<file path="src/rtl/ioctl_upload_server.sv">
// HPS upload (save) server: pauses the core, then returns core RAM bytes on the ioctl bus.
// Optional two's-complement checksum at address SIZE when UPLOAD_CKSUM_EN is defined.
module ioctl_upload_server #(
    parameter logic [7:0] INDEX   = 8'd4,
    parameter int         AW      = 10,
    parameter int         SIZE    = 1024,
    parameter int         RAM_LAT = 2,
    parameter logic [7:0] FILL    = 8'hFF
) (
    input  logic          clk,
    input  logic          reset_n,
    input  logic          ioctl_upload,
    input  logic [7:0]    ioctl_index,
    input  logic [24:0]   ioctl_addr,
    input  logic          ioctl_rd,
    output logic [7:0]    ioctl_din,
    output logic          ioctl_wait,
    output logic          pause_req,
    input  logic          pause_ack,
    output logic [AW-1:0] ram_addr,
    output logic          ram_rd,
    input  logic [7:0]    ram_q,
    output logic          busy
);

    localparam int          CW     = $clog2(RAM_LAT + 1);
    localparam logic [24:0] SIZE_A = 25'(SIZE);

    typedef enum logic [2:0] {
        ST_IDLE    = 3'd0,
        ST_HOLD    = 3'd1,
        ST_READY   = 3'd2,
        ST_FETCH   = 3'd3,
        ST_RELEASE = 3'd4
    } state_t;

    state_t        state_r;
    logic [CW-1:0] cnt_r;
    logic          sel_s;
    logic          in_range_s;
    logic [7:0]    oob_byte_s;

`ifdef UPLOAD_CKSUM_EN
    logic [7:0] sum_r;

    function automatic logic [7:0] twos_cksum_f(input logic [7:0] s);
        return (~s) + 8'd1;
    endfunction
`endif

    // Session select and address classification of the current request.
    always_comb begin
        sel_s      = 1'b0;
        in_range_s = 1'b0;
        if (ioctl_upload && (ioctl_index == INDEX)) begin
            sel_s = 1'b1;
        end else begin
            sel_s = 1'b0;
        end
        if (ioctl_addr < SIZE_A) begin
            in_range_s = 1'b1;
        end else begin
            in_range_s = 1'b0;
        end
    end

    // Byte answered for requests beyond the RAM image.
    always_comb begin
        oob_byte_s = FILL;
`ifdef UPLOAD_CKSUM_EN
        if (ioctl_addr == SIZE_A) begin
            oob_byte_s = twos_cksum_f(sum_r);
        end else begin
            oob_byte_s = FILL;
        end
`endif
    end

    // Session FSM; every output is a register updated here.
    always_ff @(posedge clk or negedge reset_n) begin
        if (!reset_n) begin
            state_r    <= ST_IDLE;
            cnt_r      <= {CW{1'b0}};
            ioctl_din  <= 8'h00;
            ioctl_wait <= 1'b0;
            pause_req  <= 1'b0;
            ram_addr   <= {AW{1'b0}};
            ram_rd     <= 1'b0;
            busy       <= 1'b0;
`ifdef UPLOAD_CKSUM_EN
            sum_r      <= 8'h00;
`endif
        end else begin
            ram_rd <= 1'b0;
            case (state_r)
                ST_IDLE: begin
                    if (sel_s) begin
                        state_r    <= ST_HOLD;
                        pause_req  <= 1'b1;
                        ioctl_wait <= 1'b1;
                        busy       <= 1'b1;
`ifdef UPLOAD_CKSUM_EN
                        sum_r      <= 8'h00;
`endif
                    end else begin
                        state_r <= ST_IDLE;
                    end
                end
                ST_HOLD: begin
                    if (!sel_s) begin
                        state_r    <= ST_RELEASE;
                        pause_req  <= 1'b0;
                        ioctl_wait <= 1'b0;
                    end else if (pause_ack) begin
                        state_r    <= ST_READY;
                        ioctl_wait <= 1'b0;
                    end else begin
                        state_r <= ST_HOLD;
                    end
                end
                ST_READY: begin
                    // A falling select outranks a simultaneous read strobe.
                    if (!sel_s) begin
                        state_r    <= ST_RELEASE;
                        pause_req  <= 1'b0;
                        ioctl_wait <= 1'b0;
                    end else if (!pause_ack) begin
                        state_r    <= ST_HOLD;
                        ioctl_wait <= 1'b1;
                    end else if (ioctl_rd && in_range_s) begin
                        state_r    <= ST_FETCH;
                        ram_addr   <= ioctl_addr[AW-1:0];
                        ram_rd     <= 1'b1;
                        ioctl_wait <= 1'b1;
                        cnt_r      <= CW'(RAM_LAT);
                    end else if (ioctl_rd) begin
                        ioctl_din <= oob_byte_s;
                    end else begin
                        state_r <= ST_READY;
                    end
                end
                ST_FETCH: begin
                    if (!sel_s) begin
                        state_r    <= ST_RELEASE;
                        pause_req  <= 1'b0;
                        ioctl_wait <= 1'b0;
                    end else if (cnt_r == {CW{1'b0}}) begin
                        state_r    <= ST_READY;
                        ioctl_din  <= ram_q;
                        ioctl_wait <= 1'b0;
`ifdef UPLOAD_CKSUM_EN
                        sum_r      <= sum_r + ram_q;
`endif
                    end else begin
                        cnt_r <= cnt_r - CW'(1);
                    end
                end
                ST_RELEASE: begin
                    state_r    <= ST_IDLE;
                    pause_req  <= 1'b0;
                    ioctl_wait <= 1'b0;
                    busy       <= 1'b0;
                end
                default: begin
                    state_r    <= ST_IDLE;
                    pause_req  <= 1'b0;
                    ioctl_wait <= 1'b0;
                    busy       <= 1'b0;
                end
            endcase
        end
    end

endmodule
</file>
<file path="config.mk">
export PLATFORM = sky130hd
export DESIGN_NAME = ioctl_upload_server
export DESIGN_NICKNAME = d
export VERILOG_FILES = /design/src/rtl/ioctl_upload_server.sv
export SDC_FILE = /design/constraint.sdc
export NUM_CORES = 1
export LEC_CHECK = 0
export CAP_MARGIN = 20
export CORE_ASPECT_RATIO = 0.7
export CORE_MARGIN = 2
export CORE_UTILIZATION = 42
export CTS_BUF_LIST = sky130_fd_sc_hd__clkbuf_4 sky130_fd_sc_hd__clkbuf_8 sky130_fd_sc_hd__clkbuf_16
export DETAILED_ROUTE_END_ITERATION = 12
export PLACE_DENSITY = 0.89
export SLEW_MARGIN = 20
export SYNTH_ARGS = -nofsm -noshare
export SYNTH_HDL_FRONTEND = slang
export SYNTH_SLANG_ARGS = --single-unit
export TNS_END_PERCENT = 5
</file>
<file path="constraint.sdc">
create_clock -name clk -period 5.5 [get_ports clk]
set_input_delay 1.65 -clock clk [delete_from_list [all_inputs] [get_ports clk]]
set_output_delay 1.65 -clock clk [all_outputs]
set_load 0.02 [all_outputs]
</file>
==> results.toml <==
[power_and_ir_drop]
seq_power_share_pct = 55.1
p_switching_mw = 0.0751
cellLeakagePower_nw = 0.837
power.share.switching_pct = 20.5
internal-power_mw = 0.291
power_frac_clock_pct = 31.7
pwr-share-comb_pct = 13.3
irDropWorstVdd_uv = 171
power_density_nw_per_um2 = 183

[global_route]
antenna_found_initial = 0
grt_pass1_wl_um = 5500
busiest_layer = "met2"
use_met1_pct = 23.5
grt_use_met2_pct = 35.4
grt_pass1_vias = 1130
grt_max_degree = 28
grt-ovfl-total = 0
met3_usage_pct = 5.73
grtUsageTotal_pct = 19.9

[synth]
yosysTopAreaCell = "dfrtp_1"
synthesis.nets = 150
yosys.area.top_type_share_pct = 53.0
syn_area_um2 = 1270
synth-edff-count = 0
synth_area_leaders = "dfrtp_1, mux2_2, o22a_1, a2111oi_4, nand2_1"
synth.yosys.seq_area_share_pct = 53.0
async_flop_share_pct = 100
yosysUniqueCellTypes = 39
ys.flop_type = "dfrtp_1"
syn_inst = 103
avgSynthCellArea_um2 = 12.4
ys_seq_elements = 27
yosys_warnings = 0

[min_path]
hold_class = "flop to flop"
hold_depth = 1

[sta]
final-hold-violation-count = 0
timing.final.crit_share_pct = 62.5
fmax_mhz = 291
worst_pin_slew_ns = 0.592
setup_viol_count_final = 0
setup_ws_ns = 2.06
whs_ns = 0.512
slew_violations = 0
maxSlewHeadroom_pct = 60.5
rsz0062_at_grt = "no"
finClkSkew_ns = 0.00526
period_minus_slack_ns = 3.44
setup-tns-final_ns = 0

[finish]
multi_input_area_um2 = 552
fill_cells = 202
final_common_cell = "clkdlybuf4s50_1"
layout_common_cells = "clkdlybuf4s50_1, dfrtp_1, mux2_2"
nets = 217
finalInstanceArea_um2 = 2000
regArea_um2 = 676
syn2layout_area_growth_pct = 56.7
layout-drive-gt1-share_pct = 13.6
diodes = 0

[clock_network]
cts_buffer_depth = 2
insertion_delay_ns = 0.27
ctsHtreeMaxLevel = 1
cts_root_buf = "clkbuf_8"
cts.clk_slew.worst_paths_ns = 0.09
postCtsSetupBuffers = 0
clkSinkCount = 27
cts.repair.resized = 0
cts_tree = "done"
cts_hold_buf = 0
numCtsBuffers = 3

[floorplan]
dieHeight_um = 50.1
core_area_um2 = 2840
die_w_um = 69.9
start_util_pct = 44.9
ios = 68
rows = 16
die-area_um2 = 3500

[critical_path]
worstPathArrival_ns = 3.60
reg2regPathDepth = 4
critical_path_class = "primary input to flop"
cp_data_required_time_ns = 5.66
cp_max_fo = 11
end_kind = "flop"
cp-start-kind = "primary input"

[run]
maxCapViolCount = 0

[placed_design]
dp_hpwl_um = 2460
placed_cell_area_um2 = 1950
dp_slack_ns = 1.78
gp_congestion = 0.817
io_buffers = 67

[routing]
drt-total-wl_um = 3160
ant_nets = 0
viasPerCell = 5.27
detail_route.first_pass.iterations = 4
routedWlPerCell_um = 15.4
via_count = 1081
drc_errors = 0
drt_iter0_drc = 27

[outcome]
status = "completed"
[power by group through the flow]
| stage | clock network, mW | registers, mW | logic, mW |
|---|---|---|---|
| after floorplan | 0 | 0.208 | 0.00532 |
| after global placement | 0 | 0.205 | 0.0479 |
| after detailed placement | 0 | 0.205 | 0.0492 |
| after CTS | 0.120 | 0.201 | 0.0495 |
| after global routing | 0.130 | 0.202 | 0.0523 |
| final | 0.116 | 0.201 | 0.0486 |
[metal layers]
| metal | routed length (um) | part of all wire (%) |
|---|---|---|
| met1 | 1370 | 43 |
| met2 | 1600 | 51 |
| met3 | 145 | 4.6 |
| met4 | 44 | 1.4 |
| met5 | 0 | 0 |
[final cells by class]
class	instances	share of cell area (%)
sequential	27	33.8
timing repair buffer	67	33.3
multi-input combinational	68	27.6
clock buffer	4	2.44
tap	36	2.25
inverter	3	0.564
[logic make-up after synthesis]
kind of cell	share of synthesized area (%)
mux	10.5
compound gates	16.5
fa+ha+maj	0.981
buf+inv	3.73
simple gates	15.3
flops	53.0
[state kept, by name, indices dropped and copies added (netlist names)]
name / cells
ioctl_wait: 1
ram_addr: 10
ioctl_din: 8
cnt_r: 2
ram_rd: 1
busy: 1
state_r: 3
pause_req: 1
[synth_stat cells, types with 2 or more instances]
library cell   n
a211oi_1       3
a21oi_1        3
buf_2          2
buf_6          2
dfrtp_1       27
inv_1          3
mux2_2        11
nand2_1        7
nor2_1         3
nor3_1         3
nor4_1         3
o21ai_0        2
o22a_1         8
[through the flow]
step	std cells	util (%)	total power, mW
floorplan	103	-	0.213
detailed placement	201	68.8	0.255
CTS	205	70.5	0.371
finish	205	70.3	0.366
global route	205	70.3	0.384
global placement	201	68.8	0.253
[path summary, 6_finish.rpt]
| kind | from | to | slack, ns |
|---|---|---|---|
| worst min register to register | ioctl_din[6] | ioctl_din[6] | 0.51 |
| worst min-delay path | ioctl_din[6] | ioctl_din[6] | 0.51 |
| max in group asynchronous | reset_n | cnt_r[1] | 3.74 |
| min in group asynchronous | reset_n | state_r[1] | 1.37 |
| worst max-delay path | ioctl_index[4] | ram_addr[8] | 2.06 |
| worst max register to register | state_r[2] | ram_addr[8] | 3.52 |
[critical path, cell delays in order]
cell and delay, ns:
clkdlybuf4s50_1 0.41, nor4b_2 0.35, and3_1 0.41, and3b_2 0.40
mux2_2 0.37
(Power assumes the default switching activity.)
